$ cat src/rtl/dec_pkg.sv
// Shared types for the one-hot decoder/sequencer: FSM states and mode encodings.
package dec_pkg;

  typedef enum logic [1:0] {
    IDLE = 2'd0,
    DEC  = 2'd1,
    SCAN = 2'd2
  } state_t;

  localparam logic MODE_DEC  = 1'b0;
  localparam logic MODE_SCAN = 1'b1;

endpackage

$ cat src/rtl/dec_scan_ctr.sv
// Dwell counter plus wrapping line index for the scan mode of dec_onehot_seq.
// Only compiled when DEC_SCAN_EN is defined.
`ifdef DEC_SCAN_EN
module dec_scan_ctr #(
  parameter int SEL_W   = 2,
  parameter int DWELL_W = 8
) (
  input  logic               clk,
  input  logic               rst_n,
  input  logic               run,
  input  logic [DWELL_W-1:0] dwell,
  output logic               step,
  output logic [SEL_W-1:0]   index,
  output logic               wrap
);

  logic [DWELL_W-1:0] cnt;

  // dwell is compared live, so a new value affects the line already showing
  assign step = run && (cnt == dwell);
  assign wrap = step && (&index);

  always_ff @(posedge clk or negedge rst_n) begin
    if (!rst_n) begin
      cnt   <= '0;
      index <= '0;
    end else if (!run) begin
      cnt   <= '0;
      index <= '0;
    end else if (step) begin
      cnt   <= '0;
      index <= index + SEL_W'(1);
    end else begin
      cnt   <= cnt + DWELL_W'(1);
    end
  end

endmodule
`endif

$ cat src/rtl/dec_onehot_seq.sv
// Registered binary-to-one-hot decoder with valid/ready handshake.
// Self-timed scan mode is built only when DEC_SCAN_EN is defined.
module dec_onehot_seq
  import dec_pkg::*;
#(
  parameter int SEL_W   = 2,
  parameter int DWELL_W = 8
) (
  input  logic                clk,
  input  logic                rst_n,
  input  logic                en,
  input  logic                mode,
  input  logic                in_valid,
  output logic                in_ready,
  input  logic [SEL_W-1:0]    sel,
  input  logic [DWELL_W-1:0]  dwell,
  output logic                out_valid,
  input  logic                out_ready,
  output logic [2**SEL_W-1:0] dec_out,
  output logic                scan_wrap
);

  localparam int OUT_W = 2**SEL_W;

  state_t           state, next_state;
  logic             mode_eff;
  logic             accept;
  logic [OUT_W-1:0] dec_nxt;
  logic             vld_nxt;
  logic             wrap_nxt;

  function automatic logic [OUT_W-1:0] onehot(input logic [SEL_W-1:0] s);
    onehot    = '0;
    onehot[s] = 1'b1;
  endfunction

`ifdef DEC_SCAN_EN
  logic             scan_run;
  logic             scan_step;
  logic             scan_wrap_evt;
  logic [SEL_W-1:0] scan_index;
  logic [SEL_W-1:0] scan_index_nxt;

  assign mode_eff       = mode;
  assign scan_run       = (state == SCAN) && (next_state == SCAN);
  assign scan_index_nxt = scan_index + SEL_W'(1);

  dec_scan_ctr #(
    .SEL_W   (SEL_W),
    .DWELL_W (DWELL_W)
  ) u_scan_ctr (
    .clk   (clk),
    .rst_n (rst_n),
    .run   (scan_run),
    .dwell (dwell),
    .step  (scan_step),
    .index (scan_index),
    .wrap  (scan_wrap_evt)
  );
`else
  logic unused_ok;

  assign mode_eff  = MODE_DEC;
  assign unused_ok = &{1'b0, mode, dwell};
`endif

  assign in_ready = (state == DEC) && (!out_valid || out_ready);
  assign accept   = in_valid && in_ready;

  always_comb begin
    next_state = state;
    dec_nxt    = dec_out;
    vld_nxt    = out_valid;
    wrap_nxt   = 1'b0;

    unique case (state)
      IDLE:    if (en) next_state = (mode_eff == MODE_SCAN) ? SCAN : DEC;
      DEC:     if (!en || mode_eff == MODE_SCAN) next_state = IDLE;
      SCAN:    if (!en || mode_eff == MODE_DEC) next_state = IDLE;
      default: next_state = IDLE;
    endcase

    // Leaving any active state drops the held word, including a pending DEC word
    if (next_state == IDLE || state == IDLE) begin
      dec_nxt = '0;
      vld_nxt = 1'b0;
`ifdef DEC_SCAN_EN
      if (next_state == SCAN) begin
        dec_nxt = onehot('0);
        vld_nxt = 1'b1;
      end
`endif
    end else if (state == DEC) begin
      if (accept) begin
        dec_nxt = onehot(sel);
        vld_nxt = 1'b1;
      end else if (out_valid && out_ready) begin
        dec_nxt = '0;
        vld_nxt = 1'b0;
      end
    end
`ifdef DEC_SCAN_EN
    else if (scan_step) begin
      dec_nxt  = onehot(scan_index_nxt);
      wrap_nxt = scan_wrap_evt;
    end
`endif
  end

  always_ff @(posedge clk or negedge rst_n) begin
    if (!rst_n) begin
      state     <= IDLE;
      dec_out   <= '0;
      out_valid <= 1'b0;
    end else begin
      state     <= next_state;
      dec_out   <= dec_nxt;
      out_valid <= vld_nxt;
    end
  end

`ifdef DEC_SCAN_EN
  always_ff @(posedge clk or negedge rst_n) begin
    if (!rst_n) scan_wrap <= 1'b0;
    else        scan_wrap <= wrap_nxt;
  end
`else
  logic unused_wrap;

  assign unused_wrap = wrap_nxt;
  assign scan_wrap   = 1'b0;
`endif

endmodule

$ cat config.mk
export PLATFORM = sky130hd
export DESIGN_NAME = dec_onehot_seq
export DESIGN_NICKNAME = d
export VERILOG_FILES = /design/src/rtl/dec_pkg.sv /design/src/rtl/dec_scan_ctr.sv /design/src/rtl/dec_onehot_seq.sv
export SDC_FILE = /design/constraint.sdc
export NUM_CORES = 1
export LEC_CHECK = 0
export BUFFER_PORTS_ARGS = -buffer_cell sky130_fd_sc_hd__buf_2
export CORE_AREA = 2 2 39 41
export CTS_CLUSTER_DIAMETER = 30
export DETAILED_ROUTE_END_ITERATION = 12
export DIE_AREA = 0 0 41 43
export GPL_ROUTABILITY_DRIVEN = 0
export PLACE_DENSITY = 0.65
export SLEW_MARGIN = 5
export SYNTH_ARGS = -nofsm -noshare
export SYNTH_HDL_FRONTEND = slang
export SYNTH_HIERARCHICAL = 1
export SYNTH_SLANG_ARGS = --single-unit
$ cat constraint.sdc
create_clock -name clk -period 1 [get_ports clk]
set_input_delay 0.05 -clock clk [delete_from_list [all_inputs] [get_ports clk]]
set_output_delay 0.05 -clock clk [all_outputs]
set_load 0.02 [all_outputs]
==> results by stage <==
Outcome:
- The flow ran to the end, but the final reports show violations.
- The final reports fail on setup timing.

Power:
- The combinational share of power is 10.1%.
- Sequential cells burn 47.8% of the power.
- Cell internal power was estimated by the tool at 472 uW.
- The worst-case IR drop observed on VDD is 0.438 mV.
- The share of total power dissipated in the clock network is 42.1%.
- The net switching power is 142 uW.
- The power per cell area is 1300 mW/mm^2.
- Net switching is 23.1% of the power.
- In this run the static leakage power is 0.000229 uW.

Synth:
- The library cell occupying the most area in the post-synthesis netlist is sky130_fd_sc_hd__dfrtp_1.
- By area the synthesized netlist is led by sky130_fd_sc_hd__dfrtp_1 56%, sky130_fd_sc_hd__o2bb2ai_1 11%, sky130_fd_sc_hd__a21oi_4 5.2%, sky130_fd_sc_hd__nor2b_1 4.0%, sky130_fd_sc_hd__and3b_1 2.8%.
- The number of unique standard cell types used by synthesis is 15.
- After synthesis, flip-flops and latches occupy 55.8% of the total area.
- The synthesis warning total is 6.
- The average cell area after synthesis is 12.1 um^2.
- The number of cells produced by synthesis is 26.
- The share of synthesized area in the top cell type comes to 55.8%.
- The post-synthesis register bit count is 7.
- The synthesized cell area is 314 um^2.

Layout:
- The final layout contains 63 nets.
- The total inserted antenna cells is 0.
- The fraction of layout instances using a drive strength above 1 is 45.7%.
- Counting the fill cells in the layout gives 146.
- Leaving out fill and tap cells, the most frequent cells in the layout are 11 x sky130_fd_sc_hd__buf_2, 6 x sky130_fd_sc_hd__dfrtp_1, 4 x sky130_fd_sc_hd__o2bb2ai_1.
- From synthesis to final layout, the design area changed by 50.2%.
- Leaving out fill and tap cells, the most frequent cell in the layout is sky130_fd_sc_hd__buf_2.
- The count of non-filler cells in the finished layout is 62.

Setup path:
- The setup check on the worst reg-to-reg path leaves a slack of -0.05 ns.
- In this run the worst path has a maximum fanout of 4.
- The worst setup path is of the reg2out kind.
- The startpoint kind of the worst setup timing path is a flop.
- The most critical setup path has its endpoint at in_ready.
- For the worst setup path, the data required time is 0.95 ns.
- The kind of end point of the critical path is a primary output.
- The count of cells along the worst register-to-register path is 3.
- The arrival time of the worst setup path is 1.09 ns.
- The launching element of the worst setup path is state[1].
- The worst flop-to-flop path startpoint is out_valid.
- In this run the critical register-to-register path is captured at dec_out[3].

Timing:
- The max-slew violation count is 0.
- Setup violations remaining at the end of the flow were counted as 5.
- The final hold violation count is 0.
- The largest clock skew in the final design is 0.00125 ns.
- Setup total negative slack on the finished layout was measured at -0.307 ns.
- In the finished design, the share of the clock period the worst path needs comes to 114%.
- The final critical delay including setup and external delays is 1.14 ns.
- The fmax is 876 MHz.
- Hold is met by 0.0685 ns.
- Setup repair after global routing could not meet its margin everywhere.
- The least setup slack across all paths after layout is -0.141 ns.

Clocking:
- TritonCTS built the clock tree.
- The later pin in the worst-skew pair is clocked with a latency of 0.25 ns.
- Clock tree synthesis found a total of 7 sinks.
- After clock tree synthesis, the clock-pin slew on the worst setup and hold paths is 0.05 ns.
- The longest clock path from root to sink contains 2 buffers.
- The total clock buffers created by CTS is 3.
- The cell sitting at the root of the clock tree is a sky130_fd_sc_hd__clkbuf_4.
- The count of H-tree levels built during CTS is 1.

Die:
- The total I/O pin count is 23.
- The die area is 0.00176 mm^2.
- The core outline area is 0.00138 mm^2.
- The effective utilization at floorplan is 22.7%.
- The count of standard-cell rows is 14.
- The x dimension of the die is 41 um.
- The chip height is 43 um.

Drt:
- The DRC violation total after the first TritonRoute iteration is 4.
- The detailed-routing iteration count for the pre-antenna-repair pass is 2.
- After detailed routing, the number of remaining DRC violations is 0.
- Dividing the detail-routed via count by the number of cells gives 4.13.
- After detailed routing, the average wire length per cell comes to 9.65 um.
- The detailed-route wire length is 598 um.
- The residual antenna-violating net count after detailed routing is 0.
- Summing over every cut layer, the via total after detailed routing is 256.

GRT:
- Global routing consumed, over all layers together, 8.22% of the routing resources.
- The aggregate global routing overflow is 0.
- Entering global routing, the biggest net connects 8 pins.
- The via count of the first global-routing pass is 243.
- The first-pass GRT wire length is 917 um.
- The initial antenna violation count is 0.

Flow run:
- The number of maximum-capacitance violations is 0.

Place:
- Once detailed placement completed, the half-perimeter wirelength came to 453 um.
- The total placed cells including tap cells is 55.
- The count of input and output buffers is 12.

Min path:
- The path class of the tightest hold or removal check is in2reg.
per-stage QoR:
stage	area [um^2]	power, uW	setup slack [ns]	utilization [%]
floorplan	324	325	-0.0525	-
global placement	404	350	-0.0359	29.2
detailed placement	404	350	-0.0411	29.2
CTS	460	621	-0.179	33.3
global route	472	640	-0.204	34.1
finish	472	614	-0.141	34.1
cell families (layout without fill, tap and decap cells):
logic type             count (synthesis)  in the layout  synth area share [%]
AND/OR/NAND/NOR                       11             11                  23.1
flip-flops                             7              7                  55.8
AO/OA/AOI/OAI                          5              5                  16.3
buffers and inverters                  2             21                  3.59
other                                  1              2                  1.19
routing by layer:
layer,GRT usage (%),routed length [um],vias to the layer above
li1,-,-,130
met1,10.0,262,120
met2,11.3,296,6
met3,3.14,39,0
met4,6.00,0,0
met5,0,0,-
power groups by stage:
| stage | Clock, uW | Sequential, uW | Combinational (uW) |
|---|---|---|---|
| 5_1_grt | 277 | 294 | 68.7 |
| 3_3_place_gp | 0 | 298 | 51.8 |
| 2_1_floorplan | 0 | 300 | 25.0 |
| 6_report | 259 | 294 | 62.1 |
| 4_1_cts | 267 | 293 | 61.0 |
| 3_5_place_dp | 0 | 298 | 52.2 |
cell usage after synthesis:
library cell and count:
sky130_fd_sc_hd__nor3b_1 1, sky130_fd_sc_hd__dfrtp_1 7, sky130_fd_sc_hd__nand4b_1 1, sky130_fd_sc_hd__o2bb2ai_1 4, sky130_fd_sc_hd__a21oi_4 1, sky130_fd_sc_hd__inv_1 1
sky130_fd_sc_hd__nand4_1 1, sky130_fd_sc_hd__and3b_1 1, sky130_fd_sc_hd__nand3b_1 1, sky130_fd_sc_hd__nor2_1 2, sky130_fd_sc_hd__nor2b_1 2, sky130_fd_sc_hd__buf_4 1
sky130_fd_sc_hd__or2b_1 1, sky130_fd_sc_hd__conb_1 1, sky130_fd_sc_hd__or2_0 1
area by class of cell:
| type | instances | area (um^2) | share of cell area, % |
|---|---|---|---|
| Multi-Input combinational cell | 18 | 144 | 30.5 |
| Tap cell | 16 | 20.0 | 4.24 |
| Clock buffer | 4 | 26.3 | 5.57 |
| Inverter | 1 | 3.75 | 0.796 |
| Sequential cell | 7 | 176 | 37.4 |
| Timing Repair Buffer | 16 | 101 | 21.5 |
repair_timing:
action / 4_1_cts / 5_1_grt
buffers inserted: 0 / 1
setup endpoints to repair: 5 / 5
gates resized for setup: 3 / 1
pin swaps: 1 / 1
hold buffers: 2 / 0
endpoints found under the hold margin: 9 / 0
how the worst min path moves through the flow:
stage | start | endpoint | slack (ns) | cells past startpoint
final | in_valid | out_valid | 0.07 | 3
after CTS | in_valid | out_valid | 0.07 | 3
after detailed placement | rst_n | dec_out[0] | -0.11 | 1
after global routing | en | state[0] | 0.08 | 2
after global placement | rst_n | dec_out[1] | -0.11 | 1
after floorplan | rst_n | dec_out[0] | -0.25 | 0
flip-flops by register name, indices dropped and copies added, names as in the netlist:
signal     count
out_valid      1
dec_out        4
state          2
critical path, stage by stage (launching register included):
cell and delay, ns:
sky130_fd_sc_hd__dfrtp_1 0.40, sky130_fd_sc_hd__buf_6 0.12, sky130_fd_sc_hd__nor3b_2 0.16, sky130_fd_sc_hd__buf_4 0.16
(Power assumes the default switching activity.)
